[config.mk]
export PLATFORM = sky130hd
export DESIGN_NAME = i2c_reg_seq
export DESIGN_NICKNAME = d
export VERILOG_FILES = /design/src/rtl/i2c_reg_seq.sv
export SDC_FILE = /design/constraint.sdc
export NUM_CORES = 1
export LEC_CHECK = 0
export BUFFER_PORTS_ARGS = -buffer_cell sky130_fd_sc_hd__buf_2
export CORE_MARGIN = 2
export CORE_UTILIZATION = 30
export DETAILED_ROUTE_END_ITERATION = 10
export PLACE_DENSITY = 0.58
export SYNTH_ARGS = -nofsm -noshare
export SYNTH_HDL_FRONTEND = slang
export SYNTH_SLANG_ARGS = --single-unit
[constraint.sdc]
create_clock -name clk -period 2.3 [get_ports clk]
set_input_delay 0.115 -clock clk [delete_from_list [all_inputs] [get_ports clk]]
set_output_delay 0.115 -clock clk [all_outputs]
set_load 0.005 [all_outputs]
[src/rtl/i2c_reg_seq.sv]
// rtl/i2c_reg_seq.sv - register-access sequencer driving i2c_master commands
module i2c_reg_seq #(
   parameter int TO_CYC = 65535,
   parameter int C_SZ   = 6,
   parameter int S_SZ   = 2,
   parameter int C_STRT = 0,
   parameter int C_STOP = 1,
   parameter int C_READ = 2,
   parameter int C_WRTE = 3,
   parameter int C_NACK = 4,
   parameter int C_CLRS = 5,
   parameter int SB_BSY = 0,
   parameter int SB_ERR = 1
) (
   input  logic            clk,
   input  logic            rst,
   input  logic            req,
   input  logic            rnw,
   input  logic [6:0]      dev_adr,
   input  logic [7:0]      reg_adr,
   input  logic [7:0]      wdat,
   output logic            busy,
   output logic            done,
   output logic            err,
   output logic [7:0]      rdat,
   output logic [C_SZ-1:0] m_cmd,
   output logic [7:0]      m_dat,
   output logic            m_ws,
   input  logic [S_SZ-1:0] m_stat,
   input  logic [7:0]      m_rdat
);

   localparam logic [2:0] ST_IDLE   = 3'd0;
   localparam logic [2:0] ST_ISSUE  = 3'd1;
   localparam logic [2:0] ST_W_BSY  = 3'd2;
   localparam logic [2:0] ST_W_IDLE = 3'd3;
   localparam logic [2:0] ST_CLRS   = 3'd4;
   localparam logic [2:0] ST_FIN    = 3'd5;

   localparam logic [C_SZ-1:0] ONE    = {{(C_SZ-1){1'b0}}, 1'b1};
   localparam logic [C_SZ-1:0] M_STRT = ONE << C_STRT;
   localparam logic [C_SZ-1:0] M_STOP = ONE << C_STOP;
   localparam logic [C_SZ-1:0] M_READ = ONE << C_READ;
   localparam logic [C_SZ-1:0] M_WRTE = ONE << C_WRTE;
   localparam logic [C_SZ-1:0] M_NACK = ONE << C_NACK;
   localparam logic [C_SZ-1:0] M_CLRS = ONE << C_CLRS;

   localparam int           TW      = (TO_CYC > 2) ? $clog2(TO_CYC) : 1;
   localparam logic [TW-1:0] TMO_MAX = TW'(TO_CYC - 1);

   logic [2:0]      state_q, state_d;
   logic [1:0]      step_q, step_d;
   logic            rnw_q, rnw_d;
   logic [6:0]      dev_q, dev_d;
   logic [7:0]      reg_q, reg_d;
   logic [7:0]      wdat_q, wdat_d;
   logic            busy_q, busy_d;
   logic            done_q, done_d;
   logic            err_q, err_d;
   logic [7:0]      rdat_q, rdat_d;
   logic [C_SZ-1:0] m_cmd_q, m_cmd_d;
   logic [7:0]      m_dat_q, m_dat_d;
   logic            m_ws_q, m_ws_d;
   logic [TW-1:0]   tmo_q, tmo_d;

   logic            st_bsy, st_err, last_step;

   // Command word for step s; the read path re-addresses the device with R/W=1.
   function automatic logic [C_SZ+7:0] step_word(input logic [1:0] s, input logic r,
                                                 input logic [6:0] d, input logic [7:0] ra,
                                                 input logic [7:0] wd);
      logic [C_SZ-1:0] c;
      logic [7:0]      b;
      c = '0;
      b = 8'h00;
      case (s)
         2'd0: begin c = M_STRT | M_WRTE; b = {d, 1'b0}; end
         2'd1: begin c = M_WRTE;          b = ra;         end
         2'd2: begin
            if (r) begin c = M_STRT | M_WRTE; b = {d, 1'b1}; end
            else   begin c = M_WRTE | M_STOP; b = wd;        end
         end
         default: begin c = M_READ | M_NACK | M_STOP; b = 8'h00; end
      endcase
      return {c, b};
   endfunction

   assign st_bsy    = m_stat[SB_BSY];
   assign st_err    = m_stat[SB_ERR];
   assign last_step = rnw_q ? (step_q == 2'd3) : (step_q == 2'd2);

   always_comb begin
      state_d = state_q;
      step_d  = step_q;
      rnw_d   = rnw_q;
      dev_d   = dev_q;
      reg_d   = reg_q;
      wdat_d  = wdat_q;
      busy_d  = busy_q;
      done_d  = 1'b0;
      err_d   = err_q;
      rdat_d  = rdat_q;
      m_cmd_d = m_cmd_q;
      m_dat_d = m_dat_q;
      m_ws_d  = 1'b0;
      tmo_d   = tmo_q;
      case (state_q)
         ST_IDLE: begin
            if (req) begin
               rnw_d   = rnw;
               dev_d   = dev_adr;
               reg_d   = reg_adr;
               wdat_d  = wdat;
               err_d   = 1'b0;
               busy_d  = 1'b1;
               step_d  = 2'd0;
               {m_cmd_d, m_dat_d} = step_word(2'd0, rnw, dev_adr, reg_adr, wdat);
               m_ws_d  = 1'b1;
               state_d = ST_ISSUE;
            end
         end
         ST_ISSUE: begin
            tmo_d   = '0;
            state_d = ST_W_BSY;
         end
         ST_W_BSY, ST_W_IDLE: begin
            tmo_d = tmo_q + 1'b1;
            if (state_q == ST_W_BSY && st_err) begin
               state_d = ST_CLRS;
            end else if (state_q == ST_W_BSY && st_bsy) begin
               state_d = ST_W_IDLE;
            end else if (state_q == ST_W_IDLE && !st_bsy) begin
               if (st_err) begin
                  state_d = ST_CLRS;
               end else if (last_step) begin
                  if (rnw_q) rdat_d = m_rdat;
                  done_d  = 1'b1;
                  busy_d  = 1'b0;
                  state_d = ST_FIN;
               end else begin
                  step_d  = step_q + 2'd1;
                  {m_cmd_d, m_dat_d} = step_word(step_q + 2'd1, rnw_q, dev_q, reg_q, wdat_q);
                  m_ws_d  = 1'b1;
                  state_d = ST_ISSUE;
               end
            end else if (tmo_q == TMO_MAX) begin
               state_d = ST_CLRS;
            end
            // Entering CLRS strobes the clear command; m_dat keeps its last value.
            if (state_d == ST_CLRS) begin
               m_cmd_d = M_CLRS;
               m_ws_d  = 1'b1;
               err_d   = 1'b1;
            end
         end
         ST_CLRS: begin
            done_d  = 1'b1;
            busy_d  = 1'b0;
            state_d = ST_FIN;
         end
         default: state_d = ST_IDLE;
      endcase
   end

   always_ff @(posedge clk or posedge rst) begin
      if (rst) begin
         state_q <= ST_IDLE;
         step_q  <= 2'd0;
         rnw_q   <= 1'b0;
         dev_q   <= 7'h00;
         reg_q   <= 8'h00;
         wdat_q  <= 8'h00;
         busy_q  <= 1'b0;
         done_q  <= 1'b0;
         err_q   <= 1'b0;
         rdat_q  <= 8'h00;
         m_cmd_q <= '0;
         m_dat_q <= 8'h00;
         m_ws_q  <= 1'b0;
         tmo_q   <= '0;
      end else begin
         state_q <= state_d;
         step_q  <= step_d;
         rnw_q   <= rnw_d;
         dev_q   <= dev_d;
         reg_q   <= reg_d;
         wdat_q  <= wdat_d;
         busy_q  <= busy_d;
         done_q  <= done_d;
         err_q   <= err_d;
         rdat_q  <= rdat_d;
         m_cmd_q <= m_cmd_d;
         m_dat_q <= m_dat_d;
         m_ws_q  <= m_ws_d;
         tmo_q   <= tmo_d;
      end
   end

   assign busy  = busy_q;
   assign done  = done_q;
   assign err   = err_q;
   assign rdat  = rdat_q;
   assign m_cmd = m_cmd_q;
   assign m_dat = m_dat_q;
   assign m_ws  = m_ws_q;

endmodule

## Word-level counts from Yosys, hierarchy flattened

Index checks and enable logic that the tools add are counted.

- Register bits: 71
- Bits of input ports: 37
- Output and inout port bits: 26
- Word-level logic and storage cells: 119

- Add/sub/neg operators: 2
- Equal/unequal tests: 23
- Mux-type cells: 61
- Bitwise logic cells: 3
- Reduce and logical (&&, ||, !) cells: 16

Operator list:

| operator | count |
|---|---|
| 2-to-1 mux 8 bit | 7 |
| 2-to-1 mux 6 bit | 7 |
| one-hot mux 16 bit (2 select lines) | 1 |
| AND reduction 7 bit | 4 |
| 2-to-1 mux 3 bit | 8 |
| one-hot mux 8 bit (3 select lines) | 1 |
| 2-to-1 mux 1 bit | 21 |
| adder 16 x 1 -> 16 bit, second input constant | 1 |
| == test 16 bit, second input constant | 1 |
| != test 2 bit, second input constant | 8 |
| one-hot mux 8 bit (2 select lines) | 1 |
| != test 3 bit, second input constant | 5 |
| one-hot mux 5 bit (3 select lines) | 1 |
| 2-to-1 mux 2 bit | 7 |
| one-hot mux 3 bit (4 select lines) | 1 |
| one-hot mux 6 bit (2 select lines) | 1 |
| == test 2 bit, second input constant | 3 |
| == test 3 x 2 -> 1 bit, second input constant | 2 |
| == test 3 bit, second input constant | 2 |
| one-hot mux 1 bit (2 select lines) | 3 |
| one-hot mux 2 bit (2 select lines) | 1 |
| nonzero test 2 bit | 2 |
| == test 3 x 1 -> 1 bit, second input constant | 1 |
| logical AND 1 bit | 3 |
| other kinds (11) | 13 |

## Logic depth before layout (Yosys ltp)

- Depth in word-level cells: 11
- Mapped depth: 8
- Depth with buffers taken out: 7

## Worst setup path before layout

No wires, ideal clock.

- Kind: register to register
- From: register state_q[0]
- To: register dev_q[0]
- Library setup time: 125 ps
- Arrival: 1,699 ps
- Required time: 2,175 ps
- Path slack: 476 ps
- Stages on the path, launching flop included: 7
- Path buffers: 2
- Period minus slack after synthesis: 1,824 ps
- Path through: dfrtp_1 > buf_2 > nor2_1 > nand2_1 > nor2_1 > buf_2 > mux2_2

- Word-level cells in the longest chain between the ends: 2

RTL lines:

| what | line | text |
|---|---|---|
| start: declaration | 51 | `logic [2:0] state_q, state_d;` |
| start signal: assignment | 182 | `state_q <= state_d;` |
| logical NOT 3 bit | 107 | `case (state_q)` |
| AND reduction 2 bit (no source line) | n/a |  |
| end signal: assignment | 185 | `dev_q <= dev_d;` |
| end: declaration | 54 | `logic [6:0] dev_q, dev_d;` |

Every way passes these cells.
A chain may end at the register's enable or synchronous reset.

## Worst setup path in the final report

- From: register state_q[0]
- To: register m_cmd_q[0] (netlist: m_cmd[0])

- Word-level cells in the longest chain between the ends: 9
- Elaborated cells on any way between the ends: 23
- Classes of those cells: eq/ne (9); mux (7); reduce/logical (7)

RTL lines:

| what | line | text |
|---|---|---|
| == test 3 x 2 -> 1 bit | 107, 132 |  |
| logical AND 1 bit | 132 | `end else if (state_q == ST_W_IDLE && !st_bsy) begin` |
| 2-to-1 mux 3 bit | 132 |  |
| 2-to-1 mux 3 bit | 130 | `end else if (state_q == ST_W_BSY && st_bsy) begin` |
| 2-to-1 mux 3 bit | 128 | `if (state_q == ST_W_BSY && st_err) begin` |
| 2-to-1 mux 3 bit | 107 |  |
| == test 3 bit | 150 | `if (state_d == ST_CLRS) begin` |
| != test 3 bit (no source line) or 2-to-1 mux 6 bit (tied branches) | n/a |  |
| AND reduction 7 bit (no source line) or one-hot mux 6 bit (2 select lines) (tied branches) | n/a |  |
| end signal: assignment | 192 | `m_cmd_q <= m_cmd_d;` |
| end: declaration | 61 | `logic [C_SZ-1:0] m_cmd_q, m_cmd_d;` |

Several ways; a longest one is shown, not always the timed one. The select of a mux whose other input is x is not followed.

==> results.ini <==
[run_status]
outcome=finished clean

[critical_path]
cp-end-kind=register
critPathBufInv=0
reg2reg_depth=5
arrival_ps=2230
reg2reg_slack_ps=280
worst_path_largest_cell_delay_ps=560
cp_slowest_cell=dfrtp_1
path_cells=nand2b_1, a2111o_1, a21o_1, a2111oi_0, nor3_1
crit_required_ps=2520
criticalPathCategory=reg -> reg
reg2reg_to=m_cmd[0]$_DFFE_PP0P_
cp-startpoint=state_q[0]$_DFFE_PP0N_
crit_path_max_fanout=11
cp-start-kind=register
crit_family=compound AO/OA/AOI/OAI gates
r2r_start=state_q[0]$_DFFE_PP0N_

[routing]
totalWireLength_um=7640
first_iter_violations=157
first_pass_iters=4
routed_via_density=4.95
drc_errors=0
vias=2654
antenna_left=0
wl_per_cell_um=14.3

[synthesis]
seq_area_frac_synth=0.521
yosysWarnings=0
syn_inst=312
synth_ff_type=dfrtp_1
synth_area_per_cell_um2=10.8
ys_seq_elements=70
synth_most_common_cell=dfrtp_1
syn-num-nets=355
synthTopCellsByCount=dfrtp_1 (70), mux2_2 (32), nand2_1 (32)
syn-cell-area_mm2=0.00336
synth_area_leaders=dfrtp_1 (52%), mux2_2 (11%), o21ai_0 (3.6%), nand2_1 (3.6%), a21oi_1 (2.4%)
synth_top_area_cell=dfrtp_1
synth-edff-count=0
async_reset_ff_frac=1.00
synth_top_area_share=0.521
synthDistinctLibCells=48

[clocking]
cts.sinks=70
max-clock-path-buffers=2
cts-resized-gates=0
cts_buffers=9
cts_tree=done
clk_latency_ps=340
htree_levels=3
path_clk_slew_ps=70
root_buffer=clkbuf_8
post_cts_buffers=0

[place]
gp_congestion=0.783
place_area_mm2=0.00380
numPortBuffers=62
pre_cts_ws_ps=271
dp_hpwl_um=5170

[timing]
fin_crit_ps=2020
min_period_over_period=0.877
maxSlewHeadroom=0.719
clock_skew_ps=6.94
setup_viol_count_final=0
hold_slack_ps=13.0
fin_ws_ps=283
drv_slew=0
clock.fmax_ghz=0.496
fin_tns_setup_ps=0
worst_pin_slew_ps=411
finalHoldViolations=0
rsz0062_at_grt=false

[grt]
grtUsageMet3=0.0308
met2_usage=0.224
grt_max_degree=71
grtUsageTotal=0.137
grt_busiest_layer=met2
grt_use_met1=0.176
antenna_found_initial=0
grt_pass1_vias=2731
grt_pass1_wl_um=12900
grt-ovfl-total=0

[floorplanning]
dieHeight_um=110
die_area_mm2=0.0121
io_pins=63
initial_core_util=0.309
rows=38
core_area_mm2=0.0109
die_w_um=110

[power_and_ir_drop]
cellLeakagePower_nw=1.94
powerDensity_mw_per_mm2=1110
p_total_mw=4.67
peakVddDrop_mv=0.509

[layout]
area_growth_pct=25.0
regArea_mm2=0.00175
multi_input_area_mm2=0.00147
diodes=0
n_fill_cell=1058
nNetsFinal=435
final_area_mm2=0.00420
drive_gt1_frac=0.326

[hold_path]
hold_path.class=in -> reg
hold_end=reg_q[2]$_DFFE_PP0P_
hp-start=reg_adr[2]
holdPathStages=2

[flow_run]
maxCapViolCount=0

[final cells by class]
| type | count | area share |
|---|---|---|
| sequential | 70 | 0.417 |
| multi-input combinational | 214 | 0.349 |
| timing repair buffer | 91 | 0.141 |
| tap | 140 | 0.0417 |
| clock buffer | 11 | 0.0337 |
| clock inverter | 4 | 0.0113 |
| inverter | 6 | 0.00537 |
[state kept, by name, summed over array words and instances, names as in the netlist, 2 cells and up]
register / count
m_dat: 8
reg_q: 8
state_q: 3
rdat: 8
wdat_q: 8
m_cmd: 5
step_q: 2
dev_q: 7
tmo_q: 16
[logic make-up after synthesis]
logic type	after synthesis	synth area share
flip-flops	70	0.521
adder cells (fa/ha/maj)	6	0.0223
AND/OR/NAND/NOR	91	0.131
buffers and inverters	28	0.0428
XOR/XNOR	5	0.0130
multiplexers	34	0.113
AO/OA/AOI/OAI	78	0.156
[worst reg2reg max path, delay by kind of cell (launching register included)]
kind / cells / cell delay [ps]
AOI/OAI and AO/OA: 3 / 1120
DFF: 1 / 560
and+or+nand+nor: 2 / 220
[repair_timing]
item,in CTS,in global routing
hold endpoints to repair,90,0
hold buffers,21,0
setup endpoints to repair,0,0
[where the power goes]
part	total [mW]	internal [mW]	leakage, nW	switching, mW
registers	1.97	1.65	0.894	0.316
logic	1.73	0.831	0.946	0.899
clock network	0.970	0.521	0.0952	0.449
[per-stage QoR]
| step | cells | utilization |
|---|---|---|
| after floorplan | 312 | - |
| after global placement | 500 | 0.349 |
| after detailed placement | 500 | 0.349 |
| after CTS | 536 | 0.386 |
| after global routing | 536 | 0.386 |
| final | 536 | 0.386 |
[placed cells by master, fill, tap and decap left out, types with 3 or more instances in the layout]
master,count
a21oi_1,16
nor2_1,18
buf_2,62
dlygate4sd3_1,21
clkbuf_8,10
nand4_1,6
or2_2,3
xor2_1,3
o21ai_0,24
inv_1,5
nor3_1,6
nand2_1,32
nand2b_1,4
a21o_1,6
ha_1,6
nor2b_1,4
nand3_1,7
buf_4,7
mux2_2,32
a222oi_1,8
o21ai_1,7
dfrtp_1,70
[worst max-delay path by stage]
stage	endpoint	cells after the start
after floorplan	busy$_DFFE_PP0P_	1
after global placement	m_cmd[0]$_DFFE_PP0P_	5
after detailed placement	m_cmd[0]$_DFFE_PP0P_	5
after CTS	m_cmd[0]$_DFFE_PP0P_	5
after global routing	m_cmd[0]$_DFFE_PP0P_	5
final	m_cmd[0]$_DFFE_PP0P_	5
[routing by layer]
metal / share of wire / vias to the layer above / wire [um]
li1: - / 1281 / -
met1: 0.45 / 1289 / 3460
met2: 0.48 / 72 / 3680
met3: 0.048 / 12 / 370
met4: 0.018 / 0 / 134
met5: 0 / - / 0
Power figures use the tool's default switching activity.
